<file path="src/rtl/perf_overflow_irq_pkg.sv">
// Shared constants and types for the local-count-overflow interrupt block.
package perf_overflow_irq_pkg;

  localparam int unsigned HPM_IDX_BASE   = 3;
  localparam int unsigned MHPMCounterNum = 6;

  typedef enum logic {
    RUN  = 1'b0,
    HOLD = 1'b1
  } perf_of_state_e;

endpackage

</file>
<file path="src/rtl/perf_overflow_irq_if.sv">
// Signal bundle between the perf-counter/CSR side (master) and the overflow block (slave).
interface perf_overflow_irq_if
  import perf_overflow_irq_pkg::*;
#(
  parameter int unsigned NumCounters = MHPMCounterNum
) ();

  logic                   debug_mode_i;
  logic [NumCounters-1:0] wrap_i;
  logic                   of_we_i;
  logic [4:0]             of_idx_i;
  logic                   of_wdata_i;
  logic                   lcofip_we_i;
  logic                   lcofip_wdata_i;
  logic                   lcofie_i;
  logic [NumCounters-1:0] of_o;
  logic [31:0]            scountovf_o;
  logic                   lcofip_o;
  logic                   irq_o;

  modport master (
    output debug_mode_i, wrap_i, of_we_i, of_idx_i, of_wdata_i,
           lcofip_we_i, lcofip_wdata_i, lcofie_i,
    input  of_o, scountovf_o, lcofip_o, irq_o
  );

  modport slave (
    input  debug_mode_i, wrap_i, of_we_i, of_idx_i, of_wdata_i,
           lcofip_we_i, lcofip_wdata_i, lcofie_i,
    output of_o, scountovf_o, lcofip_o, irq_o
  );

endinterface

</file>
<file path="src/rtl/perf_overflow_irq.sv">
// Sticky per-counter overflow bits and the LCOFIP pending bit, with wraps
// deferred while the core sits in debug mode.
module perf_overflow_irq
  import perf_overflow_irq_pkg::*;
#(
  parameter int unsigned NumCounters = MHPMCounterNum
) (
  input logic                clk_i,
  input logic                rst_i,
  perf_overflow_irq_if.slave bus
);

  perf_of_state_e         state_q, state_d;
  logic [NumCounters-1:0] of_q, of_d;
  logic [NumCounters-1:0] def_q, def_d;
  logic [NumCounters-1:0] hw_set;
  logic                   lcofip_q, lcofip_d;

  always_comb begin
    state_d  = state_q;
    def_d    = '0;
    hw_set   = '0;
    of_d     = of_q;
    lcofip_d = lcofip_q;

    // Deferred wraps replay on the exit cycle together with any wrap of that cycle.
    unique case (state_q)
      RUN: begin
        hw_set = bus.wrap_i;
        if (bus.debug_mode_i) state_d = HOLD;
      end
      HOLD: begin
        if (bus.debug_mode_i) begin
          def_d = def_q | bus.wrap_i;
        end else begin
          hw_set  = def_q | bus.wrap_i;
          state_d = RUN;
        end
      end
    endcase

    for (int unsigned k = 0; k < NumCounters; k++) begin
      if (bus.of_we_i && (bus.of_idx_i == 5'(k))) of_d[k] = bus.of_wdata_i;
    end
    of_d = of_d | hw_set;

    // Only a 0->1 hardware set of the registered OF raises LCOFIP.
    if (|(hw_set & ~of_q))  lcofip_d = 1'b1;
    else if (bus.lcofip_we_i) lcofip_d = bus.lcofip_wdata_i;
  end

  always_ff @(posedge clk_i or posedge rst_i) begin
    if (rst_i) begin
      state_q  <= RUN;
      of_q     <= '0;
      def_q    <= '0;
      lcofip_q <= 1'b0;
    end else begin
      state_q  <= state_d;
      of_q     <= of_d;
      def_q    <= def_d;
      lcofip_q <= lcofip_d;
    end
  end

  assign bus.of_o        = of_q;
  assign bus.scountovf_o = 32'(of_q) << HPM_IDX_BASE;
  assign bus.lcofip_o    = lcofip_q;
  assign bus.irq_o       = lcofip_q & bus.lcofie_i;

endmodule

</file>
<file path="src/flat_wrapper.sv">
// flat-port wrapper written by rule: the top's interface ports become plain ports
module perf_overflow_irq_flat import perf_overflow_irq_pkg::*;
#(
  parameter int unsigned NumCounters = MHPMCounterNum
)
  (clk_i, rst_i, bus_debug_mode_i, bus_wrap_i, bus_of_we_i, bus_of_idx_i, bus_of_wdata_i, bus_lcofip_we_i, bus_lcofip_wdata_i, bus_lcofie_i, bus_of_o, bus_scountovf_o, bus_lcofip_o, bus_irq_o);
  perf_overflow_irq_if #(.NumCounters(NumCounters)) bus_i ();
  input logic clk_i;
  input logic rst_i;
  input wire logic [$bits(bus_i.debug_mode_i)-1:0] bus_debug_mode_i;
  input wire logic [$bits(bus_i.wrap_i)-1:0] bus_wrap_i;
  input wire logic [$bits(bus_i.of_we_i)-1:0] bus_of_we_i;
  input wire logic [$bits(bus_i.of_idx_i)-1:0] bus_of_idx_i;
  input wire logic [$bits(bus_i.of_wdata_i)-1:0] bus_of_wdata_i;
  input wire logic [$bits(bus_i.lcofip_we_i)-1:0] bus_lcofip_we_i;
  input wire logic [$bits(bus_i.lcofip_wdata_i)-1:0] bus_lcofip_wdata_i;
  input wire logic [$bits(bus_i.lcofie_i)-1:0] bus_lcofie_i;
  output wire logic [$bits(bus_i.of_o)-1:0] bus_of_o;
  output wire logic [$bits(bus_i.scountovf_o)-1:0] bus_scountovf_o;
  output wire logic [$bits(bus_i.lcofip_o)-1:0] bus_lcofip_o;
  output wire logic [$bits(bus_i.irq_o)-1:0] bus_irq_o;
  assign bus_i.debug_mode_i = bus_debug_mode_i;
  assign bus_i.wrap_i = bus_wrap_i;
  assign bus_i.of_we_i = bus_of_we_i;
  assign bus_i.of_idx_i = bus_of_idx_i;
  assign bus_i.of_wdata_i = bus_of_wdata_i;
  assign bus_i.lcofip_we_i = bus_lcofip_we_i;
  assign bus_i.lcofip_wdata_i = bus_lcofip_wdata_i;
  assign bus_i.lcofie_i = bus_lcofie_i;
  assign bus_of_o = bus_i.of_o;
  assign bus_scountovf_o = bus_i.scountovf_o;
  assign bus_lcofip_o = bus_i.lcofip_o;
  assign bus_irq_o = bus_i.irq_o;
  perf_overflow_irq #(.NumCounters(NumCounters)) u_core (.clk_i(clk_i), .rst_i(rst_i), .bus(bus_i));
endmodule
</file>
<file path="config.mk">
export PLATFORM = sky130hd
export DESIGN_NAME = perf_overflow_irq_flat
export DESIGN_NICKNAME = d
export VERILOG_FILES = /design/src/rtl/perf_overflow_irq_pkg.sv /design/src/rtl/perf_overflow_irq_if.sv /design/src/rtl/perf_overflow_irq.sv /design/src/flat_wrapper.sv
export SDC_FILE = /design/constraint.sdc
export NUM_CORES = 1
export LEC_CHECK = 0
export BUFFER_PORTS_ARGS = -buffer_cell sky130_fd_sc_hd__buf_2
export CORE_MARGIN = 2
export CORE_UTILIZATION = 38
export CTS_CLUSTER_SIZE = 10
export DETAILED_ROUTE_END_ITERATION = 6
export GPL_ROUTABILITY_DRIVEN = 1
export PLACE_DENSITY = 0.75
export SLEW_MARGIN = 5
export SYNTH_ARGS = -nofsm -noshare
export SYNTH_HDL_FRONTEND = slang
export SYNTH_SLANG_ARGS = --single-unit
</file>
<file path="constraint.sdc">
create_clock -name clk_i -period 1.5 [get_ports clk_i]
set_clock_uncertainty 0.15 [all_clocks]
set_input_delay 0 -clock clk_i [delete_from_list [all_inputs] [get_ports clk_i]]
set_output_delay 0 -clock clk_i [all_outputs]
set_load 0.05 [all_outputs]
</file>
Word level (Yosys, flattened, before mapping)
Index checks and enable logic that the tools add are counted.
{"block": "word_totals", "regBits": 14, "in_bits": 19, "wordCells": 37}
{"block": "op_classes", "eq_ne": 5, "muxes": 13, "n_bitwise": 6, "n_reduce_logical": 9}
{"cell": "two-way mux 6 bit", "n": 3}
{"cell": "bitwise OR 6 bit", "n": 2}
{"cell": "one-hot mux 6 bit (2 select lines)", "n": 1}
{"cell": "== test 5 x 2 -> 1 bit (second input constant)", "n": 2}
{"cell": "== test 5 x 3 -> 1 bit (second input constant)", "n": 2}
{"cell": "two-way mux 1 bit", "n": 9}
{"cell": "bitwise AND 6 bit", "n": 1}
{"cell": "logical AND 1 bit", "n": 6}
{"cell": "inverter 6 bit", "n": 1}
{"cell": "OR reduction 6 bit", "n": 1}
{"cell": "== test 5 x 1 -> 1 bit (second input constant)", "n": 1}
{"cell": "zero test 5 bit", "n": 1}
{"cell": "nonzero test 2 bit", "n": 1}
{"cell": "bitwise AND 1 bit", "n": 1}
{"cell": "inverter 1 bit", "n": 1}

Logic depth before layout (Yosys ltp)
{"block": "depth", "ltp_word": 6, "mapped_depth": 4, "ltp_nobuf": 3}

Worst setup path after synthesis
Ideal clock, no wire load.
{"block": "synth_timing", "kind": "register to register", "start": "register u_core.of_q[0] (netlist: u_core.bus.of_o[0])", "end": "register u_core.of_q[0] (netlist: u_core.bus.of_o[0])", "setup_ns": 0.127, "t_arrival_ns": 1.108, "required_ns": 1.223, "slack_ns": 0.115, "stages_incl_launch_ff": 3, "n_path_buf": 0, "cell_sequence": "dfrtp_1 > a21boi_0 > a311o_2"}
{"block": "synth_via", "elab_chain_len": 2}
{"element": "start, declared", "line": "perf_overflow_irq.sv:14", "text": "logic [NumCounters-1:0] of_q, of_d;"}
{"element": "start signal, assigned", "line": "perf_overflow_irq.sv:55", "text": "of_q <= '0;"}
{"element": "start signal, assigned", "line": "perf_overflow_irq.sv:60", "text": "of_q <= of_d;"}
{"element": "two-way mux 1 bit", "line": "perf_overflow_irq.sv:43", "text": "if (bus.of_we_i && (bus.of_idx_i == 5'(k))) of_d[k] = bus.of_wdata_i;"}
{"element": "bitwise OR 6 bit", "line": "perf_overflow_irq.sv:45", "text": "of_d = of_d | hw_set;"}
{"element": "via u_core.of_d[0]", "line": "perf_overflow_irq.sv:14"}
The timed path passes the listed nets, and every way through them passes these cells.
A chain may end at the register's enable or synchronous reset.

Worst setup path in the final report
{"block": "layout_timing", "start": "input port bus_of_idx_i[1]", "end": "register u_core.of_q[3] (netlist: u_core.bus.of_o[3])"}
{"block": "layout_via", "elab_chain_len": 4}
{"element": "start, declared", "line": "flat_wrapper.sv:13", "text": "input wire logic [$bits(bus_i.of_idx_i)-1:0] bus_of_idx_i;"}
{"element": "== test 5 x 2 -> 1 bit", "line": "perf_overflow_irq.sv:43"}
{"element": "logical AND 1 bit", "line": "perf_overflow_irq.sv:43"}
{"element": "two-way mux 1 bit", "line": "perf_overflow_irq.sv:43"}
{"element": "bitwise OR 6 bit", "line": "perf_overflow_irq.sv:45"}
{"element": "via u_core.of_d[3]", "line": "perf_overflow_irq.sv:14"}
The timed path passes the listed nets, and every way through them passes these cells.

==> reports/qor_table.md <==
| Metric | This run | Unit |
|:---|:---|:---|
| Via count normalized by instance count | 4.50 | - |
| Most frequent cell on the critical path | sky130_fd_sc_hd__dlygate4sd3_1 | - |
| Delay-heaviest family, CP | buffers and inverters | - |
| Site Rows | 18 | - |
| Warnings, synthesis | 0 | - |
| H-tree lvl count | 1 | - |
| Total I/O pin count | 59 | - |
| Cells after synthesis | 108 | - |
| Clock tree root buffer cell | sky130_fd_sc_hd__clkbuf_4 | - |
| Multiplexer fraction of the synthesized cell area | 0 | % |
| CTS buffer count | 3 | - |
| Vias in the first global route | 706 | - |
| Worst-Skew Late Latency | 0.27 | ns |
| Count of port buffers added during placement | 32 | - |
| Number of antenna violations at the first check in global routing | 0 | - |
| Hold Fails Final Rpt | 2 | - |
| Count of antenna diodes in the layout | 0 | - |
| Die Y-Extent | 54.3 | um |
| Initial Utilization | 39.5 | % |
| Worst hold path cell count | 3 | - |
| Worst-case setup slack after placement | 0.124 | ns |
| Largest family of logic cells by synthesized area | buffers and inverters | - |
| Clock transition at path regs | 0.08 | ns |
| Cell with the most instances after synthesis | sky130_fd_sc_hd__buf_4 | - |
| Global-route total usage across every layer | 14.9 | % |
| Cell types with the largest area share after synthesis | sky130_fd_sc_hd__dfrtp_1 37%, sky130_fd_sc_hd__buf_4 25%, sky130_fd_sc_hd__nor2_1 5.1% | - |
| Prevailing post-synth register cell | sky130_fd_sc_hd__dfrtp_1 | - |
| Worst setup path startpoint | bus_of_idx_i[1] | - |
| DRC violation count after routing | 0 | - |
| Post-synthesis simple-gate area fraction | 18.4 | % |
| Origin of the worst min-delay path | bus_of_idx_i[2] | - |
| Xor/xnor cell area share of the yosys netlist | 0 | % |
| Maximum fanout along the worst path | 4 | - |
| Final critical delay including setup and external delays | 1.43 | ns |
| Standard cell with the maximum stage delay on the critical path | sky130_fd_sc_hd__dlygate4sd3_1 | - |
| Area share of the largest cell type after synthesis | 36.5 | % |
| Share of the yosys chip area belonging to registers | 36.5 | % |
| Number of distinct library cell variants in the gate-level netlist after synthesis | 31 | - |
| Floorplan Core Area | 0.00243 | mm^2 |
| Post-CTS repair timing setup buffer count | 0 | - |
| Asr flop ratio synth | 100 | % |
| Max Slew Vio Count | 0 | - |
| Classification of the worst-slack hold path | primary input to flip-flop | - |
| Syn-to-layout area delta | 26.1 | % |
| Global-route wire length before repair | 3.11 | mm |
| Final cycle utilization of the critical path | 95.3 | % |
| Initial DRC Count | 23 | - |
| Slew of the pin with the lowest slew margin | 0.515 | ns |
| Vias | 824 | - |
| Number of antenna-violating nets in the routed design | 0 | - |
| Synthesized-area fraction occupied by adder cells | 0 | % |
| Critical register-to-register path startpoint | u_core.state_q$_DFF_PP0_ | - |
| Number of enable flip-flop cells after synthesis | 0 | - |
| Sum of routed wire length over all layers | 2.07 | mm |
| Worst slew margin relative to its limit | 65.6 | % |
| Total half-perimeter wirelength after legalization and detailed placement | 1.56 | mm |
| Clock tree from TritonCTS | built | - |
| Data required time of the worst path | 1.52 | ns |
| Number of cells traversed by the worst register-to-register path | 3 | - |
| Largest voltage drop on the vdd net | 0.457 | mV |
| Leakage power | 0.608 | nW |
| Ordered cell list for the critical path | dlygate4sd3_1 > buf_2 > nand2_1 > o21ai_0 > dlygate4sd3_1 > nand3_1 | - |
| Post-Syn Area per Cell | 8.89 | um^2 |
| Setup repair after global routing missed its margin | false | - |
| Startpoint Class | primary input | - |
| Cell taking the most area after synthesis | sky130_fd_sc_hd__dfrtp_1 | - |
| Setup total negative slack | 0 | ns |
| Critical Path AT | 1.45 | ns |
| Die width | 54.3 | um |
| Proportion of layout cells with a drive suffix above 1 | 28.8 | % |
| Final setup slack of the worst path | 0.0700 | ns |
| Result of the run | finished, violations left | - |
| Final count of negative-setup-slack endpoints | 0 | - |
| Final-stage net count | 173 | - |
| Flop2flop setup slack | 0.10 | ns |
| Violated checks | hold timing | - |
| Total number of clock tree sinks | 14 | - |
| Synthesized flop and latch total | 14 | - |
| Destination of the worst hold path | u_core.bus.of_o[2]$_DFF_PP0_ | - |
| Worst stage delay on the critical path | 0.56 | ns |
| Cell area after synthesis | 960 | um^2 |
| Nature of the critical path endpoint | flip-flop | - |
| Full die area | 0.00294 | mm^2 |
| Resized Gates After CTS | 0 | - |
| Router iterations before antenna repair | 4 | - |
| Final weighted congestion of routability-driven global placement | 0.800 | - |
| Maximum clock path buffer count | 2 | - |
| Hold Worst Slack | -0.0137 | ns |
| Share of the core filled with cells in the final layout | 49.7 | % |
| Average wire per cell in the routed design | 11.3 | um |
| Overflow after GRT | 0 | - |
| Crit Path Class | primary input to flip-flop | - |
| Maximum number of pins on one net before global-route repair | 15 | - |
| Count of buffering cells on the critical path with inverters included | 3 | - |
| Compound-cell area share of the yosys netlist | 18.1 | % |
| Count of maximum capacitance violations | 0 | - |
| Commonest cells in the synthesized netlist | 32 x sky130_fd_sc_hd__buf_4, 14 x sky130_fd_sc_hd__dfrtp_1, 13 x sky130_fd_sc_hd__nor2_1 | - |
| Maximum frequency from static timing analysis | 699 | MHz |
| RR Endpoint | u_core.bus.of_o[5]$_DFF_PP0_ | - |
| Pwr Density | 835 | mW/mm^2 |
-- stage by stage --
stage,cells,power (W),area [um^2]
3_5_place_dp,165,0.000722,1030
4_1_cts,183,0.00101,1210
6_report,183,0.00101,1210
5_1_grt,183,0.00107,1210
3_3_place_gp,165,0.000716,1030
2_1_floorplan,133,0.000713,1050
-- cells by family (layout without fill, tap and decap cells) --
kind of cell,after synthesis,in the layout
AND/OR/NAND/NOR,33,33
other,1,26
AO/OA/AOI/OAI,24,24
buffers and inverters,36,56
flip-flops,14,14
-- routing by layer --
layer	vias up	GRT usage (%)	share of wire, %
met3	2	2.46	7.1
li1	408	-	-
met4	0	5.00	0.92
met5	-	0	0
met1	370	17.8	42
met2	44	26.9	50
-- worst max path at each step --
stage / cells after the start / endpoint
2_1_floorplan: 2 / u_core.bus.of_o[0]$_DFF_PP0_
3_3_place_gp: 3 / u_core.bus.of_o[5]$_DFF_PP0_
3_5_place_dp: 3 / u_core.bus.of_o[5]$_DFF_PP0_
4_1_cts: 6 / u_core.bus.of_o[3]$_DFF_PP0_
5_1_grt: 6 / u_core.bus.of_o[3]$_DFF_PP0_
6_report: 6 / u_core.bus.of_o[3]$_DFF_PP0_
-- area by class of cell --
class                   instances  area (um^2)
clock buffers                   4         36.3
inverters                       2         7.51
multi-input cells              83          448
flip-flops and latches         14          350
fillers                       230         1220
well taps                      30         37.5
repair buffers                 50          330
-- sequential cells by signal, summed over array words and instances (netlist names) --
| name | count |
|---|---|
| u_core.bus.lcofip_o | 1 |
| u_core.bus.of_o | 6 |
| u_core.def_q | 6 |
| u_core.state_q | 1 |
-- placed cells by master, fill, tap and decap left out, drive strengths merged, types with 2 or more instances in the layout --
master	netlist	routed
dlygate4sd3	0	14
a221o	2	2
and3	3	3
dfrtp	14	14
a21boi	2	2
a21oi	6	6
conb	1	26
nor2b	2	2
clkbuf	1	4
a21o	6	6
buf	33	36
nand2	6	6
o21ai	2	2
nor2	13	13
inv	2	2
-- worst register-to-register path: stages, from the launching register on --
cell                      delay, ns
sky130_fd_sc_hd__dfrtp_1       0.45
sky130_fd_sc_hd__buf_4         0.19
sky130_fd_sc_hd__a21o_1        0.17
sky130_fd_sc_hd__a221o_1       0.33
-- where the power goes --
part / switching (W) / leakage, nW / internal, W
registers: 0.0000131 / 0.157 / 0.000393
logic: 0.000255 / 0.430 / 0.0000825
clock network: 0.000120 / 0.0210 / 0.000148
total: 0.000388 / 0.608 / 0.000623
-- what timing repair did --
action | 4_1_cts | 5_1_grt
endpoints found under the hold margin | 28 | 0
setup endpoints to repair | 0 | 0
hold buffers | 14 | 0
No activity file was read; power rests on OpenSTA's default activity.
